**src/rtl/mul_scheduler.sv**
```systemverilog
// mul_scheduler: round-robin sequencer sharing one shift-and-add multiplier between two requesters.
// Define MUL_SCHED_TIMEOUT_EN to abort a job whose multiplier has not finished within TIMEOUT WAIT cycles.
module mul_scheduler #(
  parameter int DATAWIDTH = 8,
  parameter int TIMEOUT   = 64
) (
  input  logic                   clk,
  input  logic                   lowRst,
  input  logic                   sReq0,
  input  logic                   sReq1,
  input  logic [DATAWIDTH-1:0]   sOpA0,
  input  logic [DATAWIDTH-1:0]   sOpB0,
  input  logic [DATAWIDTH-1:0]   sOpA1,
  input  logic [DATAWIDTH-1:0]   sOpB1,
  output logic                   sGnt0,
  output logic                   sGnt1,
  output logic                   sDone0,
  output logic                   sDone1,
  output logic [2*DATAWIDTH-1:0] sResult,
  output logic                   sErr,
  output logic                   sMulRst,
  output logic                   sMulStart,
  output logic [DATAWIDTH-1:0]   sMulOpA,
  output logic [DATAWIDTH-1:0]   sMulOpB,
  input  logic                   sMulDone,
  input  logic [2*DATAWIDTH-1:0] sMulResult
);
  typedef enum logic [2:0] {IDLE, LOAD, START, WAIT, DONE} state_t;
  state_t state_q, state_d;
  logic owner_q, owner_d, last_q, last_d;
  logic gnt0_q, gnt0_d, gnt1_q, gnt1_d, done0_q, done0_d, done1_q, done1_d;
  logic err_q, err_d, mul_rst_q, mul_rst_d, mul_start_q, mul_start_d;
  logic [DATAWIDTH-1:0] op_a_q, op_a_d, op_b_q, op_b_d;
  logic [2*DATAWIDTH-1:0] result_q, result_d;
  logic expired, abort;
`ifdef MUL_SCHED_TIMEOUT_EN
  localparam int CW = TIMEOUT > 1 ? $clog2(TIMEOUT) : 1;
  logic [CW-1:0] cnt_q, cnt_d;
  assign expired = cnt_q == CW'(TIMEOUT - 1);
`else
  assign expired = TIMEOUT < 0;
`endif
  // arbitration, sequencing and the next value of every registered output
  always_comb begin
    state_d = state_q;
    owner_d = owner_q;
    last_d = last_q;
    op_a_d = op_a_q;
    op_b_d = op_b_q;
    result_d = result_q;
    abort = 1'b0;
`ifdef MUL_SCHED_TIMEOUT_EN
    cnt_d = state_q == WAIT ? cnt_q + 1'b1 : '0;
`endif
    case (state_q)
      IDLE: if (sReq0 | sReq1) begin
        state_d = LOAD;
        owner_d = sReq0 & sReq1 ? ~last_q : sReq1;
        op_a_d = owner_d ? sOpA1 : sOpA0;
        op_b_d = owner_d ? sOpB1 : sOpB0;
      end
      LOAD: state_d = START;
      START: state_d = WAIT;
      WAIT: if (sMulDone | expired) begin
        state_d = DONE;
        abort = ~sMulDone;
        result_d = sMulDone ? sMulResult : '0;
      end
      DONE: begin
        state_d = IDLE;
        last_d = owner_q;
      end
      default: state_d = IDLE;
    endcase
    gnt0_d = state_d == LOAD & ~owner_d;
    gnt1_d = state_d == LOAD & owner_d;
    done0_d = state_d == DONE & ~owner_d;
    done1_d = state_d == DONE & owner_d;
    err_d = abort;
    mul_rst_d = ~(state_d == LOAD | abort);
    mul_start_d = state_d == START;
  end
  // state and registered outputs; reset drops any job in flight without a done pulse
  always_ff @(posedge clk or posedge lowRst)
    if (lowRst) begin
      state_q <= IDLE;
      owner_q <= 1'b0;
      last_q <= 1'b1;
      gnt0_q <= 1'b0;
      gnt1_q <= 1'b0;
      done0_q <= 1'b0;
      done1_q <= 1'b0;
      err_q <= 1'b0;
      mul_rst_q <= 1'b1;
      mul_start_q <= 1'b0;
      op_a_q <= '0;
      op_b_q <= '0;
      result_q <= '0;
`ifdef MUL_SCHED_TIMEOUT_EN
      cnt_q <= '0;
`endif
    end else begin
      state_q <= state_d;
      owner_q <= owner_d;
      last_q <= last_d;
      gnt0_q <= gnt0_d;
      gnt1_q <= gnt1_d;
      done0_q <= done0_d;
      done1_q <= done1_d;
      err_q <= err_d;
      mul_rst_q <= mul_rst_d;
      mul_start_q <= mul_start_d;
      op_a_q <= op_a_d;
      op_b_q <= op_b_d;
      result_q <= result_d;
`ifdef MUL_SCHED_TIMEOUT_EN
      cnt_q <= cnt_d;
`endif
    end
  assign sGnt0 = gnt0_q;
  assign sGnt1 = gnt1_q;
  assign sDone0 = done0_q;
  assign sDone1 = done1_q;
  assign sErr = err_q;
  assign sMulRst = mul_rst_q;
  assign sMulStart = mul_start_q;
  assign sMulOpA = op_a_q;
  assign sMulOpB = op_b_q;
  assign sResult = result_q;
endmodule
```
**config.mk**
```make
export PLATFORM = sky130hd
export DESIGN_NAME = mul_scheduler
export DESIGN_NICKNAME = d
export VERILOG_FILES = /design/src/rtl/mul_scheduler.sv
export SDC_FILE = /design/constraint.sdc
export NUM_CORES = 1
export LEC_CHECK = 0
export ABC_AREA = 1
export CORE_MARGIN = 2
export CORE_UTILIZATION = 42
export CTS_BUF_LIST = sky130_fd_sc_hd__clkbuf_4 sky130_fd_sc_hd__clkbuf_8
export DETAILED_ROUTE_END_ITERATION = 8
export HOLD_SLACK_MARGIN = 0.1
export MAX_ROUTING_LAYER = met4
export PLACE_DENSITY = 0.86
export SYNTH_ARGS = -nofsm -noshare
export SYNTH_HDL_FRONTEND = slang
export SYNTH_SLANG_ARGS = --single-unit
```
**constraint.sdc**
```tcl
create_clock -name clk -period 1.37 [get_ports clk]
set_input_delay 0.274 -clock clk [delete_from_list [all_inputs] [get_ports clk]]
set_output_delay 0.274 -clock clk [all_outputs]
set_load 0.01 [all_outputs]
```
==> results_dict.tcl, run 1 <==
set metrics [dict create \
    ir_worst_vdd_mv 1.06 \
    reg2reg_slack_ps 180 \
    post_cts_buffers 0 \
    r2r-start "last_q" \
    cts-htree-levels 2 \
    yosys.area.top_type "dfrtp_1" \
    setup_viol 0 \
    crit_chain "dlygate4sd2_1" \
    p_leak_uw 0.00161 \
    grt_pass1_vias 1763 \
    routedWlPerCell_um 12.0 \
    cp.arrival_ps 980 \
    die_area_mm2 0.00510 \
    cap_violations 0 \
    synth-seq-cells 43 \
    reg2regPathDepth 5 \
    area_growth_pct 55.5 \
    core_area_mm2 0.00435 \
    crit_slowest_cell "dfrtp_1" \
    critical_path.top_delay_family "flip-flops" \
    wirelength_um 4530 \
    cts_sinks 43 \
    clkTransAtPathRegs_ps 80 \
    grt_usage_pct 19.8 \
    dpl-instance-area_mm2 0.00288 \
    dp_hpwl_um 3320 \
    synth.distinct_cells 19 \
    netlist_top_cells_count "nand2_1, dfrtp_1, nand3_1" \
    use_met3_pct 6.05 \
    antenna_cells 0 \
    use_met1_pct 22.8 \
    ios 92 \
    clock_path_buffers 2 \
    start_util_pct 43.8 \
    hp-class "input port to async pin" \
    synth_seq_area_share_pct 56.5 \
    synth_edf_count 0 \
    async_reset_ff_share_pct 100 \
    critPathLaunch "sMulOpA[3]" \
    p_per_area_mw_per_mm2 1870 \
    row_count 24 \
    synth.most_common_cell "nand2_1" \
    viasPerCell 4.70 \
    min_period_over_period_pct 91.3 \
    vias 1775 \
    clk_latency_ps 290 \
    synth_area_per_cell_um2 8.26 \
    busiest_layer "met2" \
    cts_buffers 5 \
    layout-drive-gt1-share_pct 8.59 \
    grt_pass1_wl_um 7740 \
    slew_violations 0 \
    final-hold-violation-count 0 \
    skew_ps 3.64 \
    critical_path_class "flop to output pin" \
    fin_area_mm2 0.00297 \
    nets 378 \
    die_h_um 71.4 \
    ys.flop_type "dfrtp_1" \
    r2r-end "sDone1" \
    dr.pass1.iters 4 \
    crit_buf_inv 1 \
    critPathMaxFanout 2 \
    antenna_left 0 \
    worst_path_largest_cell_delay_ps 390 \
    drt_iter0_drc 96 \
    rsz0062_at_grt "no" \
    cts_tree "yes" \
    synth_fp_nets 284 \
    antenna_found_initial 0 \
    ys_warn_count 0 \
    worstPathRequired_ps 1100 \
    worst_setup_path_start_kind "flop" \
    max_freq_mhz 799 \
    grt_max_degree 44 \
    yosys-top-cells-area "dfrtp_1, nand2_1, nand3_1" \
    end_kind "output pin" \
    syn_inst 231 \
    synth_top_area_share_pct 53.8 \
    die_w_um 71.4 \
    finalPower_uw 5550 \
    fin_crit_ps 1250 \
    gr-total-overflow 0 \
    met2_usage_pct 33.8 \
    gp_congestion 0.754 \
    syn_area_mm2 0.00191 \
    clockRootBuffer "clkbuf_8" \
    port_buffers 90 \
    status "finished, final reports clean" \
    drc_errors 0 \
]
[stage by stage]
stage          util (%)  setup slack (ps)  instances  hold WS, ps  TNS, ps
3_5_place_dp       66.2              -159        370          468    -3100
5_1_grt            68.1              50.5        378          346        0
2_1_floorplan         -              96.6        231          384        0
3_3_place_gp       66.2              -150        370          461    -3000
6_report           68.1               119        378          330        0
4_1_cts            68.2              22.1        378          330        0
[registers in the layout (all words and copies together) (netlist names), 3 cells and up]
register and cells:
sResult 16, sMulOpA 8, sMulOpB 8, state_q 3
[cell type report]
type / instances / area [µm²]
clock buffers: 5 / 68.8
clock inverters: 3 / 67.6
fillers: 351 / 1390
inverters: 8 / 35.0
multi-input cells: 171 / 719
flip-flops and latches: 43 / 1080
well taps: 52 / 65.1
repair buffers: 96 / 932
[cell usage in the layout (no fill, tap or decap)]
cell type	instances
buf_12	3
buf_4	3
bufinv_16	2
clkbuf_2	1
clkbuf_8	5
clkdlybuf4s50_1	52
clkinvlp_4	1
conb_1	1
dfrtp_1	41
dfstp_2	2
dlygate4sd2_1	37
inv_1	6
inv_2	1
inv_6	1
nand2_1	134
nand2_2	2
nand2_4	3
nand3_1	17
nor2_1	5
nor2_2	2
nor2_4	2
nor3_1	1
o21ai_0	3
o31ai_1	1
[report_power, final]
group | switching, µW | internal [µW] | total, µW | leakage [µW]
sequential | 287 | 1830 | 2110 | 0.000541
clock | 425 | 727 | 1150 | 0.0000644
combinational | 1250 | 1040 | 2280 | 0.00101
total | 1960 | 3590 | 5550 | 0.00161
[cell families (layout without fill, tap and decap cells)]
kind of cell | after synthesis | in the layout | synth area share [%]
flops | 43 | 43 | 56.5
other cells | 1 | 1 | 0.197
buf+inv | 17 | 112 | 5.77
simple gates | 166 | 166 | 36.3
compound gates | 4 | 4 | 1.18
[worst max-delay path by stage]
stage            endpoint  cells past startpoint  slack [ps]
6_report       sMulOpA[3]                      1         120
4_1_cts           sMulRst                      1          20
3_3_place_gp   sMulOpA[7]                      7        -150
2_1_floorplan     owner_q                      1         100
3_5_place_dp       sDone1                      6        -160
5_1_grt            sDone1                      6          50
[routing by layer]
metal  share of wire [%]  routed length, µm
met1                  41               1870
met3                 6.6                299
met4                0.60                 27
met2                  51               2330
met5                   0                  0
[timing repair]
item                       CTS  global route
setup endpoints to repair   38             1
pin swaps                    0             0
hold buffers                 0             0
gates resized for setup     39             1
No activity file was read; power rests on OpenSTA's default activity.
==> run 2: changes to the inputs <==
--- a/config.mk
+++ b/config.mk
@@ -6,9 +6,11 @@
 export NUM_CORES = 1
 export LEC_CHECK = 0
 export ABC_AREA = 1
-export CORE_MARGIN = 2
+export CAP_MARGIN = 20
+export CORE_MARGIN = 10
 export CORE_UTILIZATION = 42
 export CTS_BUF_LIST = sky130_fd_sc_hd__clkbuf_4 sky130_fd_sc_hd__clkbuf_8
+export CTS_CLUSTER_SIZE = 20
 export DETAILED_ROUTE_END_ITERATION = 8
 export HOLD_SLACK_MARGIN = 0.1
 export MAX_ROUTING_LAYER = met4
==> run 2 against run 1 <==
Effect of this change: total power shrank 2.2%; sequential cell count is the same; clock skew grew 9.9 ps; hold slack gained 9.1 ps; cell count grew 0.79%; die area grew 50%; final area shrank 0.13%; setup slack lost 85 ps; routed wire length grew 14%; first-iteration DRC count shrank 9.4%; utilization shrank 0.55 points; critical endpoint is now sMulRst.
==> results_dict.tcl, run 2 (synthesized netlist as in run 1, its figures left out) <==
set metrics [dict create \
    area_growth_pct 55.3 \
    viasPerCell 4.61 \
    layout_commonest_cell "nand2_1" \
    layout-drive-gt1-share_pct 9.42 \
    grt_pass1_vias 1741 \
    largest_register_ffs 16 \
    slew_violations 0 \
    worst_setup_path_start_kind "flop" \
    die_h_um 87.4 \
    clockRootBuffer "clkbuf_8" \
    crit_chain "dlygate4sd2_1" \
    row_count 24 \
    cts_buffers 5 \
    nets 381 \
    dp_hpwl_um 3910 \
    dpl-instance-area_mm2 0.00289 \
    reg2reg_slack_ps 140 \
    antenna_left 0 \
    fin_area_mm2 0.00296 \
    critPathLaunch "sMulRst" \
    p_per_area_mw_per_mm2 1830 \
    vias 1755 \
    drt_iter0_drc 87 \
    crit_slowest_cell "dfstp_2" \
    drc_errors 0 \
    cts-htree-levels 2 \
    die_w_um 87.4 \
    cts_sinks 43 \
    clock_path_buffers 2 \
    min_period_over_period_pct 97.5 \
    cap_violations 0 \
    clkTransAtPathRegs_ps 80 \
    critPathMaxFanout 1 \
    cts_tree "yes" \
    antenna_cells 0 \
    layout_common_cells "nand2_1, clkdlybuf4s50_1, dfrtp_1" \
    routedWlPerCell_um 13.5 \
    start_util_pct 43.5 \
    antenna_found_initial 0 \
    core_area_mm2 0.00438 \
    grt_max_degree 44 \
    cp.arrival_ps 1060 \
    max_freq_mhz 748 \
    end_kind "output pin" \
    skew_ps 13.6 \
    rsz0062_at_grt "no" \
    grt_usage_pct 14.0 \
    worst_path_largest_cell_delay_ps 520 \
    die_area_mm2 0.00764 \
    finish.utilization_pct 67.6 \
    p_leak_uw 0.00162 \
    status "finished, final reports clean" \
    r2r-start "state_q[1]" \
    wirelength_um 5160 \
    critical_path_class "flop to output pin" \
    ir_worst_vdd_mv 0.926 \
    hp-class "input port to async pin" \
    grt_pass1_wl_um 8380 \
    port_buffers 90 \
    final-hold-violation-count 0 \
    critical_path.top_delay_family "flip-flops" \
    fin_crit_ps 1340 \
    ios 92 \
    worstPathRequired_ps 1100 \
    setup_viol 0 \
    dr.pass1.iters 4 \
    clk_latency_ps 290 \
    gp_congestion 0.799 \
    crit_buf_inv 1 \
    post_cts_buffers 0 \
    gr-total-overflow 0 \
    finalPower_uw 5430 \
]
run 2: layer usage:
| layer | global-route usage (%) | routed length [µm] |
|---|---|---|
| met1 | 17.3 | 2360 |
| met2 | 21.2 | 2420 |
| met3 | 5.34 | 381 |
| met4 | 3.04 | 0 |
| met5 | - | 0 |
run 2: final cells by class:
class                           count  area, µm²
Inverter                            8       35.0
Fill cell                         384       1420
Sequential cell                    43       1080
Clock inverter                      1       30.0
Timing Repair Buffer               99        948
Tap cell                           52       65.1
Clock buffer                        7       83.8
Multi-Input combinational cell    171        722
run 2: path summary, 6_finish.rpt:
check	endpoint	depth (start not counted)
max	sMulRst	1
min	sResult[11]	3
max reg2reg	sMulOpA[5]	6
min reg2reg	sMulOpB[2]	2
max in group asynchronous	last_q	3
min in group clk	sMulOpB[2]	2
run 2: what timing repair did:
item,in CTS,in global routing
endpoints found under the setup margin,38,1
resized for setup,38,2
hold buffers,0,0
run 2: per-stage QoR:
stage | std cells | setup slack [ps] | setup TNS [ps] | hold slack (ps)
2_1_floorplan | 231 | 96.6 | 0 | 384
3_3_place_gp | 373 | -148 | -2900 | 461
3_5_place_dp | 373 | -217 | -4460 | 465
4_1_cts | 381 | 19.7 | 0 | 344
5_1_grt | 381 | 6.55 | 0 | 353
6_report | 381 | 34.0 | 0 | 340
run 2: where the power goes:
part | internal [µW] | switching (µW) | leakage, µW
Clock | 585 | 400 | 0.0000593
Sequential | 1830 | 276 | 0.000541
Combinational | 1050 | 1290 | 0.00102
Total | 3460 | 1970 | 0.00162
